File: src/rtl/stepper_pulse_gen.sv
// stepper_pulse_gen
// Buffers (x, y) points from the line generator in a small FIFO and turns
// each point into step/direction pulse trains for two stepper drivers.
// Each step period is DIR_SETUP -> PULSE -> HOLD. Both axes step in
// lockstep until the tracked position equals the target point.

module stepper_pulse_gen #(
  parameter int P_X_COORD_W   = 11,
  parameter int P_Y_COORD_W   = 11,
  parameter int P_FIFO_DEPTH  = 16,
  parameter int P_DIR_SETUP   = 2,
  parameter int P_PULSE_W     = 4,
  parameter int P_STEP_PERIOD = 16
) (
  input  logic                            i_clk,
  input  logic                            i_reset,
  input  logic [P_X_COORD_W-1:0]          i_x_val,
  input  logic [P_Y_COORD_W-1:0]          i_y_val,
  input  logic                            i_vals_rdy,
  input  logic                            i_set_pos,
  input  logic [P_X_COORD_W-1:0]          i_x_pos,
  input  logic [P_Y_COORD_W-1:0]          i_y_pos,
  output logic                            o_x_step,
  output logic                            o_y_step,
  output logic                            o_x_dir,
  output logic                            o_y_dir,
  output logic [P_X_COORD_W-1:0]          o_x_pos,
  output logic [P_Y_COORD_W-1:0]          o_y_pos,
  output logic [$clog2(P_FIFO_DEPTH):0]   o_fifo_level,
  output logic                            o_overflow,
  output logic                            o_idle
);

  // ---------------------------------------------------------------------------
  // Derived constants
  // ---------------------------------------------------------------------------
  localparam int AW       = $clog2(P_FIFO_DEPTH);
  localparam int PT_W     = P_X_COORD_W + P_Y_COORD_W;
  localparam int HOLD_CYC = P_STEP_PERIOD - P_DIR_SETUP - P_PULSE_W;
  localparam int CNT_W    = $clog2(P_STEP_PERIOD + 1);

  // Phase counters are loaded with (length - 1) and count down to zero.
  localparam logic [CNT_W-1:0]       DIR_LAST   = CNT_W'(P_DIR_SETUP - 1);
  localparam logic [CNT_W-1:0]       PULSE_LAST = CNT_W'(P_PULSE_W - 1);
  localparam logic [CNT_W-1:0]       HOLD_LAST  = CNT_W'(HOLD_CYC - 1);
  localparam logic [CNT_W-1:0]       CNT_ONE    = CNT_W'(1);
  localparam logic [AW-1:0]          PTR_ONE    = AW'(1);
  localparam logic [AW:0]            LVL_ONE    = (AW + 1)'(1);
  localparam logic [AW:0]            LVL_FULL   = (AW + 1)'(P_FIFO_DEPTH);
  localparam logic [P_X_COORD_W-1:0] X_ONE      = P_X_COORD_W'(1);
  localparam logic [P_Y_COORD_W-1:0] Y_ONE      = P_Y_COORD_W'(1);

  typedef enum logic [2:0] {
    S_IDLE,
    S_LOAD,
    S_DIR_SETUP,
    S_PULSE,
    S_HOLD
  } state_t;

  // ---------------------------------------------------------------------------
  // Registers and next-state values
  // ---------------------------------------------------------------------------
  state_t                  state_q, state_d;
  logic [CNT_W-1:0]        cnt_q, cnt_d;

  logic [PT_W-1:0]         mem_q [P_FIFO_DEPTH];
  logic [AW-1:0]           wr_ptr_q, wr_ptr_d;
  logic [AW-1:0]           rd_ptr_q, rd_ptr_d;
  logic [AW:0]             level_q, level_d;
  logic                    overflow_q, overflow_d;

  logic [P_X_COORD_W-1:0]  pos_x_q, pos_x_d;
  logic [P_Y_COORD_W-1:0]  pos_y_q, pos_y_d;
  logic [P_X_COORD_W-1:0]  tgt_x_q, tgt_x_d;
  logic [P_Y_COORD_W-1:0]  tgt_y_q, tgt_y_d;
  logic                    need_x_q, need_x_d;
  logic                    need_y_q, need_y_d;
  logic                    dir_x_q, dir_x_d;
  logic                    dir_y_q, dir_y_d;
  logic                    step_x_q, step_x_d;
  logic                    step_y_q, step_y_d;
  logic                    idle_q, idle_d;

  logic                    pop;
  logic                    push_acc;
  logic                    fifo_empty;
  logic                    fifo_full;
  logic [P_X_COORD_W-1:0]  head_x;
  logic [P_Y_COORD_W-1:0]  head_y;

  assign fifo_empty = (level_q == '0);
  assign fifo_full  = (level_q == LVL_FULL);
  assign head_x     = mem_q[rd_ptr_q][P_X_COORD_W-1:0];
  assign head_y     = mem_q[rd_ptr_q][PT_W-1:P_X_COORD_W];

  // ---------------------------------------------------------------------------
  // FIFO pointer, level and overflow bookkeeping
  // ---------------------------------------------------------------------------
  // A full FIFO still accepts a push when the same cycle pops, so the level
  // is unchanged and nothing is lost.
  always_comb begin
    // NOTE: every signal driven here gets a default first so that no path
    // through the block leaves it unassigned, which would infer a latch.
    push_acc   = i_vals_rdy && (!fifo_full || pop);
    wr_ptr_d   = wr_ptr_q;
    rd_ptr_d   = rd_ptr_q;
    level_d    = level_q;
    overflow_d = overflow_q;

    if (push_acc) wr_ptr_d = wr_ptr_q + PTR_ONE;
    if (pop)      rd_ptr_d = rd_ptr_q + PTR_ONE;

    if (push_acc && !pop)      level_d = level_q + LVL_ONE;
    else if (!push_acc && pop) level_d = level_q - LVL_ONE;

    if (i_vals_rdy && !push_acc) overflow_d = 1'b1;
  end

  // ---------------------------------------------------------------------------
  // Step sequencer: next state, counters, position and target tracking
  // ---------------------------------------------------------------------------
  always_comb begin
    state_d  = state_q;
    cnt_d    = cnt_q;
    pos_x_d  = pos_x_q;
    pos_y_d  = pos_y_q;
    tgt_x_d  = tgt_x_q;
    tgt_y_d  = tgt_y_q;
    need_x_d = need_x_q;
    need_y_d = need_y_q;
    dir_x_d  = dir_x_q;
    dir_y_d  = dir_y_q;
    pop      = 1'b0;

    case (state_q)
      S_IDLE: begin
        // Loading the position wins over starting a new point.
        if (i_set_pos) begin
          pos_x_d = i_x_pos;
          pos_y_d = i_y_pos;
        end else if (!fifo_empty) begin
          pop     = 1'b1;
          tgt_x_d = head_x;
          tgt_y_d = head_y;
          state_d = S_LOAD;
        end
      end

      S_LOAD: begin
        // Direction is only ever changed here, while both steps are low.
        need_x_d = (tgt_x_q != pos_x_q);
        need_y_d = (tgt_y_q != pos_y_q);
        dir_x_d  = (tgt_x_q > pos_x_q);
        dir_y_d  = (tgt_y_q > pos_y_q);
        if (!need_x_d && !need_y_d) begin
          state_d = S_IDLE;
        end else begin
          state_d = S_DIR_SETUP;
          cnt_d   = DIR_LAST;
        end
      end

      S_DIR_SETUP: begin
        if (cnt_q == '0) begin
          state_d = S_PULSE;
          cnt_d   = PULSE_LAST;
        end else begin
          cnt_d = cnt_q - CNT_ONE;
        end
      end

      S_PULSE: begin
        if (cnt_q == '0) begin
          state_d = S_HOLD;
          cnt_d   = HOLD_LAST;
          // The position moves one step toward the target as HOLD begins.
          if (need_x_q) pos_x_d = dir_x_q ? pos_x_q + X_ONE : pos_x_q - X_ONE;
          if (need_y_q) pos_y_d = dir_y_q ? pos_y_q + Y_ONE : pos_y_q - Y_ONE;
        end else begin
          cnt_d = cnt_q - CNT_ONE;
        end
      end

      S_HOLD: begin
        if (cnt_q == '0) begin
          if ((pos_x_q == tgt_x_q) && (pos_y_q == tgt_y_q)) state_d = S_IDLE;
          else                                              state_d = S_LOAD;
        end else begin
          cnt_d = cnt_q - CNT_ONE;
        end
      end

      default: state_d = S_IDLE;
    endcase
  end

  // ---------------------------------------------------------------------------
  // Registered output values, computed one cycle ahead
  // ---------------------------------------------------------------------------
  // Steps are high exactly while the sequencer sits in PULSE; o_idle lags the
  // state by one cycle and drops as soon as a point is pushed.
  always_comb begin
    step_x_d = (state_d == S_PULSE) && need_x_q;
    step_y_d = (state_d == S_PULSE) && need_y_q;
    idle_d   = (state_q == S_IDLE) && fifo_empty && !push_acc;
  end

  // ---------------------------------------------------------------------------
  // State register with synchronous reset
  // ---------------------------------------------------------------------------
  always_ff @(posedge i_clk) begin
    // NOTE: sequential state uses non-blocking assignments so every register
    // samples its next value from the same pre-edge snapshot.
    if (i_reset) begin
      state_q    <= S_IDLE;
      cnt_q      <= '0;
      wr_ptr_q   <= '0;
      rd_ptr_q   <= '0;
      level_q    <= '0;
      overflow_q <= 1'b0;
      pos_x_q    <= '0;
      pos_y_q    <= '0;
      tgt_x_q    <= '0;
      tgt_y_q    <= '0;
      need_x_q   <= 1'b0;
      need_y_q   <= 1'b0;
      dir_x_q    <= 1'b0;
      dir_y_q    <= 1'b0;
      step_x_q   <= 1'b0;
      step_y_q   <= 1'b0;
      idle_q     <= 1'b1;
    end else begin
      state_q    <= state_d;
      cnt_q      <= cnt_d;
      wr_ptr_q   <= wr_ptr_d;
      rd_ptr_q   <= rd_ptr_d;
      level_q    <= level_d;
      overflow_q <= overflow_d;
      pos_x_q    <= pos_x_d;
      pos_y_q    <= pos_y_d;
      tgt_x_q    <= tgt_x_d;
      tgt_y_q    <= tgt_y_d;
      need_x_q   <= need_x_d;
      need_y_q   <= need_y_d;
      dir_x_q    <= dir_x_d;
      dir_y_q    <= dir_y_d;
      step_x_q   <= step_x_d;
      step_y_q   <= step_y_d;
      idle_q     <= idle_d;
    end
  end

  // ---------------------------------------------------------------------------
  // Point storage
  // ---------------------------------------------------------------------------
  // NOTE: the storage array has no reset; resetting the pointers and level
  // empties the FIFO, and an entry is never read before it is written.
  always_ff @(posedge i_clk) begin
    if (push_acc) mem_q[wr_ptr_q] <= {i_y_val, i_x_val};
  end

  assign o_x_step     = step_x_q;
  assign o_y_step     = step_y_q;
  assign o_x_dir      = dir_x_q;
  assign o_y_dir      = dir_y_q;
  assign o_x_pos      = pos_x_q;
  assign o_y_pos      = pos_y_q;
  assign o_fifo_level = level_q;
  assign o_overflow   = overflow_q;
  assign o_idle       = idle_q;

endmodule

File: config.mk
export PLATFORM = sky130hd
export DESIGN_NAME = stepper_pulse_gen
export DESIGN_NICKNAME = d
export VERILOG_FILES = /design/src/rtl/stepper_pulse_gen.sv
export SDC_FILE = /design/constraint.sdc
export NUM_CORES = 1
export LEC_CHECK = 0
export ABC_AREA = 1
export BUFFER_PORTS_ARGS = -buffer_cell sky130_fd_sc_hd__buf_2
export CAP_MARGIN = 20
export CORE_UTILIZATION = 40
export DETAILED_ROUTE_END_ITERATION = 10
export PLACE_DENSITY = 0.54
export SLEW_MARGIN = 20
export SYNTH_ARGS = -nofsm -noshare
export SYNTH_HDL_FRONTEND = slang
export SYNTH_SLANG_ARGS = --single-unit
File: constraint.sdc
create_clock -name i_clk -period 2.3 [get_ports i_clk]
set_input_delay 0.345 -clock i_clk [delete_from_list [all_inputs] [get_ports i_clk]]
set_output_delay 0.345 -clock i_clk [all_outputs]
set_load 0.02 [all_outputs]
==> metrics.md <==
| Metric | Value |
|---|---|
| Worst Tran Pin Value | between 1 and 1.5 ns |
| CP max-delay cell | dfxtp_2 |
| Congestion Overflow GR | 0 |
| Setup CP Type | reg2reg |
| Cell Area, Placed | 0.0204 sq mm |
| Mapped Cells | 1,803 |
| Routed Wire Length | between 40 and 50 mm |
| Hold Path Class | in2reg |
| Area delta synth->final | 17.0% |
| Dpl hpwl | 29.7 mm |
| Tot GR Track Use | 20.5% |
| Vias in the first global route | ~13,000 |
| Fin cells | 2,565 |
| Sequential area share after synthesis | a little under two thirds |
| Hold EP | o_y_pos[3] |
| Core footprint | 0.0465 sq mm |
| Final hold vios | 0 |
| Post-Syn Nets | 1,905 |
| Clock sink total | between 400 and 500 |
| WL/cell | between 15 and 20 um |
| Pwr/cell area | ~1200 mW/mm^2 |
| Min Clock Period, post-route | 2.21 ns |
| DR vias | between 10,000 and 15,000 |
| Critical Path Max Stage Delay | between 0.3 and 0.4 ns |
| Total Nets Final | 2,024 |
| Initial Utilization | 40.5% |
| Met1 Track Usage GR | 28.5% |
| Port bufs | 80 |
| Overall power | 27.4 mW |
| Startpoint type of the worst setup path | flop |
| RSZ-0062 raised after global routing | yes |
| Required @ worst endpoint | 2.78 ns |
| Clk_skew | 0.0192 ns |
| Hold-fix buffers, CTS | 0 |
| GP Congestion | 0.852 |
| Period utilisation layout | ~96% |
| Most Crowded Layer GR | met2 |
| Dominant synthesized flop cell | edfxtp_1 |
| Slew Viols, Final | 0 |
| CTS tree | done |
| Met2 usage | 33.5% |
| Die Wd | 219 um |
| Global-route wire length before repair | 74.7 mm |
| Area contributors post-synth | edfxtp_1, dfxtp_1, nor2_1 |
| Final core occ | 47.4% |
| Die height | 219 um |
| Worst EP arrival | 2.68 ns |
| R2r startpoint | o_fifo_level[3] |
| Yosys warning total | 0 |
| Synthesized area per cell | 10.4 sq um |
| Num rows | approximately 80 |
| Worst R2R Path Depth | 16 |
| Vias per std cell | 5.21 |
| # DRC | 2 |
| Async S/R FF share, synth | 0% |
| Reg2Reg Setup Slack | 0.09 ns |
| Top-Level Pins | between 80 and 90 |
| Worst setup EP type | flop |
| Violated checks | DRC |
| Root Driver | clkbuf_16 |
| Drt first pass iters | 8 |
| Reg clk slew, reported paths | 0.06 ns |
| Worst hold stages | 3 |
| FF+latch count, synth | 425 |
| Yosys top cell area share | a little under three fifths |
| Post-DRT Antenna Nets | 0 |
| Largest area contributor in the netlist | edfxtp_1 |
| Fmax achieved | 0.453 GHz |
| Die ar. | 0.0479 sq mm |
| CP Cell Sequence | nor2_2 -> nand3_2 -> nor2_2 -> nand2_1 -> nand2_2 -> inv_4 -> ha_4 -> inv_4 -> ha_4 -> buf_6 -> nand2_2 -> nor2_1 -> a211oi_2 -> xnor2_1 -> o21ai_1 -> inv_1 |
| Iteration-0 DRC Markers | 1,164 |
| Synth Cell Area | 0.0188 sq mm |
| Placed Cells | 2,478 |
| CTS max path bufs | 3 |
| VDD IR-drop max | 0.898 mV |
| Rel. slew slack | 31.9% |
| Clock latency on the worst-skew pair | 0.60 ns |
| Largest net degree at the start of global routing | between 90 and 100 |
| R2R Path End | o_fifo_level[3] |
| HP Start | i_y_pos[3] |
| Layout cells sized above 1 | 14.3% |
| Max Cap Viol | 0 |
| Leak | 8.13 nW |
| Antenna violations before repair | 3 |
| M3 GR Usage | approximately 3% |
| Cts bufs inserted | 47 |
| Number of flops mapped to enable cells by yosys | around 350 |
| Diodes inserted | 0 |
| Status | complete, but fails checks |
| Synth unique cells | 38 |
| Crit path max fanout | 4 |
| H-Tree Depth | 2 |
| Cell area after layout | 0.0220 sq mm |
| Setup TNS | 0 ns |
| # setup viols final | 0 |
[cells in the mapped netlist (7+ instances only)]
library cell	n
nand2_1	193
ha_1	51
o21ai_1	40
nor2_1	389
a21oi_1	71
edfxtp_1	352
nand3_1	115
o211ai_1	88
nor3_1	7
o21ai_0	169
buf_2	22
xor2_1	9
buf_6	9
buf_1	7
inv_1	109
nand4_1	11
clkbuf_1	47
dfxtp_1	73
[per-stage QoR]
step	setup WS, ns	hold WS [ns]
after floorplan	-0.135	0.444
after CTS	0.00484	0.0118
after global routing	-0.0442	0.0481
final	0.0948	0.0377
after detailed placement	-0.147	0.442
after global placement	-0.00455	0.445
[worst max-delay path, delay by kind of cell, from the launching register on]
kind            cells  cell delay [ns]
simple gates        7             0.62
compound gates      2             0.38
fa+ha+maj           2             0.36
flops               1             0.32
buf+inv             4             0.30
xor+xnor            1             0.10
[cell usage in the layout (no fill, tap or decap), drive strengths merged]
cell / Yosys / final
nand3: 116 / 116
xor2: 9 / 9
edfxtp: 352 / 352
o21a: 2 / 2
clkinvlp: 0 / 2
o211ai: 88 / 88
clkbuf: 47 / 60
a21o: 1 / 1
nand2: 197 / 197
xnor2: 5 / 5
bufinv: 0 / 1
fa: 3 / 3
dfxtp: 73 / 73
inv: 113 / 117
nor2: 391 / 391
or2: 2 / 2
a21oi: 72 / 72
o21ai: 211 / 211
nand4: 11 / 11
o22ai: 2 / 2
nor3: 8 / 8
clkinv: 2 / 20
a31oi: 1 / 1
buf: 44 / 161
o2111ai: 1 / 1
a211oi: 1 / 1
ha: 51 / 51
[flip-flops by register name, summed over array words and instances (netlist names)]
| name | cells |
|---|---|
| tgt_x_q | 11 |
| mem_q | 352 |
| need_x_q | 1 |
| state_q | 3 |
| o_y_pos | 11 |
| tgt_y_q | 11 |
| o_overflow | 1 |
| cnt_q | 5 |
| o_y_step | 1 |
| o_idle | 1 |
| need_y_q | 1 |
| o_x_dir | 1 |
| rd_ptr_q | 4 |
| o_y_dir | 1 |
| wr_ptr_q | 4 |
| o_x_step | 1 |
| o_fifo_level | 5 |
| o_x_pos | 11 |
[repair_timing]
action                                  4_1_cts  5_1_grt
pin swaps                                     0       12
buffers inserted                              0        2
endpoints found under the setup margin        2        2
gates resized for setup                       4       16
cloned                                        0        0
[logic make-up after synthesis]
logic type | after synthesis | share of synthesized area [%]
DFF | 425 | 63.9
and+or+nand+nor | 725 | 15.6
buffers and inverters | 206 | 4.74
adders and majority gates | 54 | 3.71
xor gates and xnor gates | 14 | 0.651
AOI/OAI and AO/OA | 379 | 11.4
[area by class of cell]
type	count	area, sq um
fill	4225	24400
inverter	115	439
timing repair buffer	161	1270
clock inverter	25	193
clock buffer	60	1300
sequential	425	12000
tap	607	759
multi-input combinational	1172	6010
[per-layer routing]
| metal | vias to the layer above | part of all wire [%] |
|---|---|---|
| met1 | 6472 | 46 |
| met4 | 4 | 1.9 |
| li1 | 6534 | - |
| met5 | - | 0.064 |
| met3 | 61 | 4.4 |
| met2 | 293 | 47 |
[power by group]
| part | internal [mW] | leakage, nW | total [mW] | switching [mW] |
|---|---|---|---|---|
| clock network | 4.13 | 0.724 | 7.22 | 3.09 |
| logic | 3.87 | 3.62 | 10.7 | 6.78 |
| registers | 8.98 | 3.78 | 9.55 | 0.572 |
[how the worst max path moves through the flow]
stage | startpoint | end | cells past startpoint
6_report | o_fifo_level[3] | o_fifo_level[3] | 16
5_1_grt | state_q[1] | o_fifo_level[4] | 18
4_1_cts | o_fifo_level[0] | o_fifo_level[3] | 16
3_5_place_dp | o_fifo_level[0] | o_fifo_level[3] | 16
3_3_place_gp | state_q[0] | o_fifo_level[4] | 18
2_1_floorplan | state_q[0] | mem_q[0][0] | 9
Note: power is estimated with default switching activity, not from simulation.
